File: src/rtl/pipe_skid_reg.sv
// Pipeline register between two stages. It uses a valid/ready handshake with a two-entry skid buffer,
// so in_ready comes straight from a flop. It also provides flush-to-NOP, an occupancy output and a saturating stall counter.
module pipe_skid_reg #(
   parameter int unsigned          DATA_W   = 128,
   parameter int unsigned          PC_W     = 30,
   parameter logic [DATA_W-1:0]    NOP_DATA = '0,
   parameter int unsigned          CNT_W    = 16
) (
   input  logic              clk,
   input  logic              reset,
   input  logic              flush,
   input  logic              in_en_,
   input  logic [PC_W-1:0]   in_pc,
   input  logic [DATA_W-1:0] in_data,
   output logic              in_ready,
   output logic              out_en_,
   output logic [PC_W-1:0]   out_pc,
   output logic [DATA_W-1:0] out_data,
   input  logic              out_ready,
   output logic [1:0]        occupancy,
   output logic [CNT_W-1:0]  stall_cnt,
   input  logic              cnt_clr
);

   logic              head_v_q, head_v_d;
   logic [PC_W-1:0]   head_pc_q, head_pc_d;
   logic [DATA_W-1:0] head_data_q, head_data_d;
   logic              skid_v_q, skid_v_d;
   logic [PC_W-1:0]   skid_pc_q, skid_pc_d;
   logic [DATA_W-1:0] skid_data_q, skid_data_d;
   logic              in_ready_q, in_ready_d;
   logic [1:0]        occ_q, occ_d;
   logic [CNT_W-1:0]  stall_q, stall_d;
   logic              acc, pop;

   assign acc = ~in_en_ & in_ready_q;
   assign pop = head_v_q & out_ready;

   always_comb begin
      head_v_d    = head_v_q;
      head_pc_d   = head_pc_q;
      head_data_d = head_data_q;
      skid_v_d    = skid_v_q;
      skid_pc_d   = skid_pc_q;
      skid_data_d = skid_data_q;
      if (flush) begin
         head_v_d    = 1'b0;
         head_pc_d   = '0;
         head_data_d = NOP_DATA;
         skid_v_d    = 1'b0;
         skid_pc_d   = '0;
         skid_data_d = NOP_DATA;
      end else if (!head_v_q) begin
         if (acc) begin
            head_v_d    = 1'b1;
            head_pc_d   = in_pc;
            head_data_d = in_data;
         end
      end else if (pop) begin
         if (skid_v_q) begin
            head_pc_d   = skid_pc_q;
            head_data_d = skid_data_q;
            if (acc) begin
               skid_pc_d   = in_pc;
               skid_data_d = in_data;
            end else begin
               skid_v_d = 1'b0;
            end
         end else if (acc) begin
            head_pc_d   = in_pc;
            head_data_d = in_data;
         end else begin
            // Draining to empty: the payload reverts to NOP and the PC keeps its last value.
            head_v_d    = 1'b0;
            head_data_d = NOP_DATA;
         end
      end else if (acc) begin
         skid_v_d    = 1'b1;
         skid_pc_d   = in_pc;
         skid_data_d = in_data;
      end
      in_ready_d = ~skid_v_d;
      occ_d      = {1'b0, head_v_d} + {1'b0, skid_v_d};
   end

   always_comb begin
      stall_d = stall_q;
      if (cnt_clr)
         stall_d = '0;
      else if (head_v_q && !out_ready && stall_q != '1)
         stall_d = stall_q + 1'b1;
   end

   always_ff @(posedge clk or posedge reset) begin
      if (reset) begin
         head_v_q    <= 1'b0;
         head_pc_q   <= '0;
         head_data_q <= NOP_DATA;
         skid_v_q    <= 1'b0;
         skid_pc_q   <= '0;
         skid_data_q <= NOP_DATA;
         in_ready_q  <= 1'b1;
         occ_q       <= '0;
         stall_q     <= '0;
      end else begin
         head_v_q    <= head_v_d;
         head_pc_q   <= head_pc_d;
         head_data_q <= head_data_d;
         skid_v_q    <= skid_v_d;
         skid_pc_q   <= skid_pc_d;
         skid_data_q <= skid_data_d;
         in_ready_q  <= in_ready_d;
         occ_q       <= occ_d;
         stall_q     <= stall_d;
      end
   end

   assign in_ready  = in_ready_q;
   assign out_en_   = ~head_v_q;
   assign out_pc    = head_pc_q;
   assign out_data  = head_data_q;
   assign occupancy = occ_q;
   assign stall_cnt = stall_q;

endmodule
File: config.mk
export PLATFORM = sky130hd
export DESIGN_NAME = pipe_skid_reg
export DESIGN_NICKNAME = d
export VERILOG_FILES = /design/src/rtl/pipe_skid_reg.sv
export SDC_FILE = /design/constraint.sdc
export NUM_CORES = 1
export LEC_CHECK = 0
export ABC_AREA = 1
export BUFFER_PORTS_ARGS = -buffer_cell sky130_fd_sc_hd__buf_4
export CORE_MARGIN = 2
export CORE_UTILIZATION = 59
export CTS_CLUSTER_DIAMETER = 40
export DETAILED_ROUTE_END_ITERATION = 8
export PLACE_DENSITY = 0.86
export SLEW_MARGIN = 40
export SYNTH_ARGS = -nofsm -noshare
export SYNTH_HDL_FRONTEND = slang
export SYNTH_SLANG_ARGS = --single-unit
export TNS_END_PERCENT = 20
File: constraint.sdc
create_clock -name clk -period 36.4 [get_ports clk]
set_input_delay 7.28 -clock clk [delete_from_list [all_inputs] [get_ports clk]]
set_output_delay 7.28 -clock clk [all_outputs]
set_load 0.02 [all_outputs]
==> flow_summary.toml <==
[status]
outcome = "completed"

[logic_synthesis]
synth_xor_area_frac = 0.002831
syn_avg_cell_area_sq_um = 8.271
synth_seq_cells = 337
yosys.area_share.adder = 0.0008090
synth_compound_gate_area_share = 0.1822
seq_area_frac_synth = 0.5453
syn-num-nets = 2035
synth.top_cells.by_area = "dfrtp_1 (54%), nand2_1 (8.1%), o21ai_1 (7.5%)"
synthMuxAreaShare = 0
synth_top_family_by_area = "compound AO/OA/AOI/OAI gates"
synth_area_sq_um = 15470
yosysWarnings = 0
synth_top_area_cell = "dfrtp_1"
synth_cells = 1870
synthSimpleGateAreaFrac = 0.1609
ys_types = 27
yosys.area.top_type_share = 0.5436

[placed_design]
pre_cts_ws_ns = 24.88
portBuffers = 341
gp_congestion = 0.9121
placed_area_sq_um = 18030
hpwl_um = 27200

[critical_path]
path_cells = "buf_4 -> inv_6 -> buf_16 -> buf_6 -> nand3_4 -> o21ai_4 -> buf_4 -> nand2_1 -> o21ai_1"
crit_top_cell = "buf_4"
cpLargestDelayFamily = "buffers and inverters"
cpMaxStageDelayCell = "buf_4"
path_buf_inv = 5
cp_data_required_time_ns = 36.83
crit_type = "input port to flop"
worstPathArrival_ns = 10.82
end_kind = "flop"
crit_path_start_kind = "input port"
slowest_delay_ns = 0.77
critPathMaxFanout = 83

[clocking]
cts_resized = 0
cts_tree = "done"
insertion_delay_ns = 0.53
cts_max_path_buffers = 3
clkSinkCount = 337
h-tree-depth = 2
cts_root_buf = "clkbuf_16"
numCtsBuffers = 44
post-cts-setup-buffers = 0
ctsHoldBuffers = 0
path_clk_slew_ns = 0.06

[final_layout]
stdcell_area_sq_um = 19740
nets = 2301
final_common_cell = "buf_4"
final_cell_mix = "buf_4 (348), dfrtp_1 (336), nand2_1 (333), inv_1 (271), o21ai_1 (230)"
drive_gt1_frac = 0.2109
syn_to_final_growth_pct = 27.61

[die]
placementRows = 59
fp.coreArea_sq_um = 25910
num_io_pins = 342
initial_utilization = 0.5969
die_area_sq_um = 27520
die_h_um = 165.9
die_w_um = 165.9

[detailed_routing]
drt-initial-drc-count = 1814
routedWlPerCell_um = 17.97
met1_length_um = 17230
drc = 0
via_count = 14760
wirelength_um = 45090
drtAntennaViolNets = 0
wl_met3_um = 4177
highest_layer = "met5"
vias_per_cell = 5.884
dr_wl_met2_um = 21120
drt-pass1-iter-count = 7

[timing]
layout_worst_path_cycle_share = 0.2854
rsz0062_at_grt = "no"
slew_headroom = 0.4398
fin_crit_ns = 10.39
fin_tns_setup_ns = 0
timing.final.ws_setup_ns = 26.01
setup-violations-final = 0
finalClockSkew_ns = 0.01357
slew_viol_final = 0
hold_violations = 0
maxClockFrequency_ghz = 0.09625
worst-slew-pin-transition_ns = 0.8404

[power_and_ir_drop]
p_leak_nw = 9.873
peakVddDrop_uv = 48.11
cellPowerDensity_nw_per_um2 = 52.32

[global_routing]
grt_max_degree = 127
grt_pass1_wl_um = 72370
grt_use_total = 0.3200
grt_pass1_vias = 14190
grt-ovfl-total = 0
antenna_found_initial = 3

[run]
max_cap_viol_count = 0

[hold_path]
hp-class = "flop to flop"
==> Yosys cell counts <==
| cell type | count |
|---|---|
| o21ai_0 | 198 |
| nand2_1 | 334 |
| inv_1 | 272 |
| o22ai_1 | 6 |
| o21bai_1 | 2 |
| dfrtp_1 | 336 |
| inv_2 | 8 |
| a21oi_1 | 64 |
| nand2_4 | 1 |
| nor2_4 | 3 |
| o2111ai_1 | 34 |
| nand3_2 | 1 |
| nor2_1 | 26 |
| or2_2 | 1 |
| nor2_2 | 1 |
| ha_1 | 1 |
| nor3_1 | 1 |
| nand3_1 | 194 |
| dfstp_2 | 1 |
| buf_4 | 15 |
| buf_1 | 6 |
| nand4_1 | 13 |
| buf_2 | 44 |
| clkbuf_1 | 70 |
| xor2_1 | 5 |
| o21ai_1 | 231 |
| nand2_2 | 2 |
==> kinds of logic after synthesis <==
group / count (synthesis)
simple gates: 577
compound gates: 535
buf+inv: 415
flops: 337
xor+xnor: 5
fa+ha+maj: 1
==> path summary, 6_finish.rpt <==
kind                                from              end  slack, ns  depth (start not counted)
min in group asynchronous          reset    skid_pc_q[10]       6.85                          2
max in group asynchronous          reset  skid_data_q[37]      28.19                          4
hold reg to reg            out_data[112]    out_data[112]       0.49                          2
hold / removal             out_data[112]    out_data[112]       0.49                          2
setup reg to reg                head_v_q  skid_data_q[74]      32.42                         10
setup / recovery                   flush     out_data[46]      26.01                          9
==> layer usage <==
| layer | global-route usage | vias up |
|---|---|---|
| met1 | 0.4161 | 7045 |
| met4 | 0.1769 | 2 |
| met5 | 0 | - |
| met2 | 0.5026 | 868 |
| met3 | 0.07173 | 186 |
| li1 | - | 6663 |
==> final cells by class <==
| cell class | instances | area, sq um |
|---|---|---|
| flip-flops and latches | 337 | 8434 |
| fillers | 1732 | 6175 |
| multi-input cells | 1118 | 5425 |
| repair buffers | 355 | 2733 |
| clock buffers | 51 | 1189 |
| inverters | 280 | 1067 |
| clock inverters | 31 | 464.2 |
| well taps | 335 | 419.2 |
| diodes | 2 | 5.005 |
==> power by group <==
part	internal, W	switching (W)	total (W)
Combinational	0.0000500	0.0000885	0.000138
Sequential	0.000397	0.0000150	0.000412
Clock	0.000309	0.000173	0.000482
Total	0.000756	0.000277	0.00103
==> stage by stage <==
step,util,hold WS (ns),std cells,power [W]
global placement,0.6939,0.4721,2423,0.0005486
floorplan,-,0.4754,1870,0.0004900
detailed placement,0.6958,0.4691,2424,0.0005528
global route,0.7617,0.4953,2509,0.001067
CTS,0.7596,0.4916,2506,0.001036
finish,0.7617,0.4883,2509,0.001033
==> worst register-to-register path, delay by kind of cell (launching register included) <==
kind	cells	cell delay, ns
buffers and inverters	5	2.21
AND/OR/NAND/NOR	4	1.00
AO/OA/AOI/OAI	1	0.15
flip-flops	1	0.50
==> flip-flops by register name, summed over array words and instances, names as in the netlist <==
name	count
out_data	128
out_pc	30
head_v_q	1
skid_pc_q	30
skid_data_q	128
in_ready	1
skid_v_q	1
occupancy	2
stall_cnt	16
Note: power is estimated with default switching activity, not from simulation.
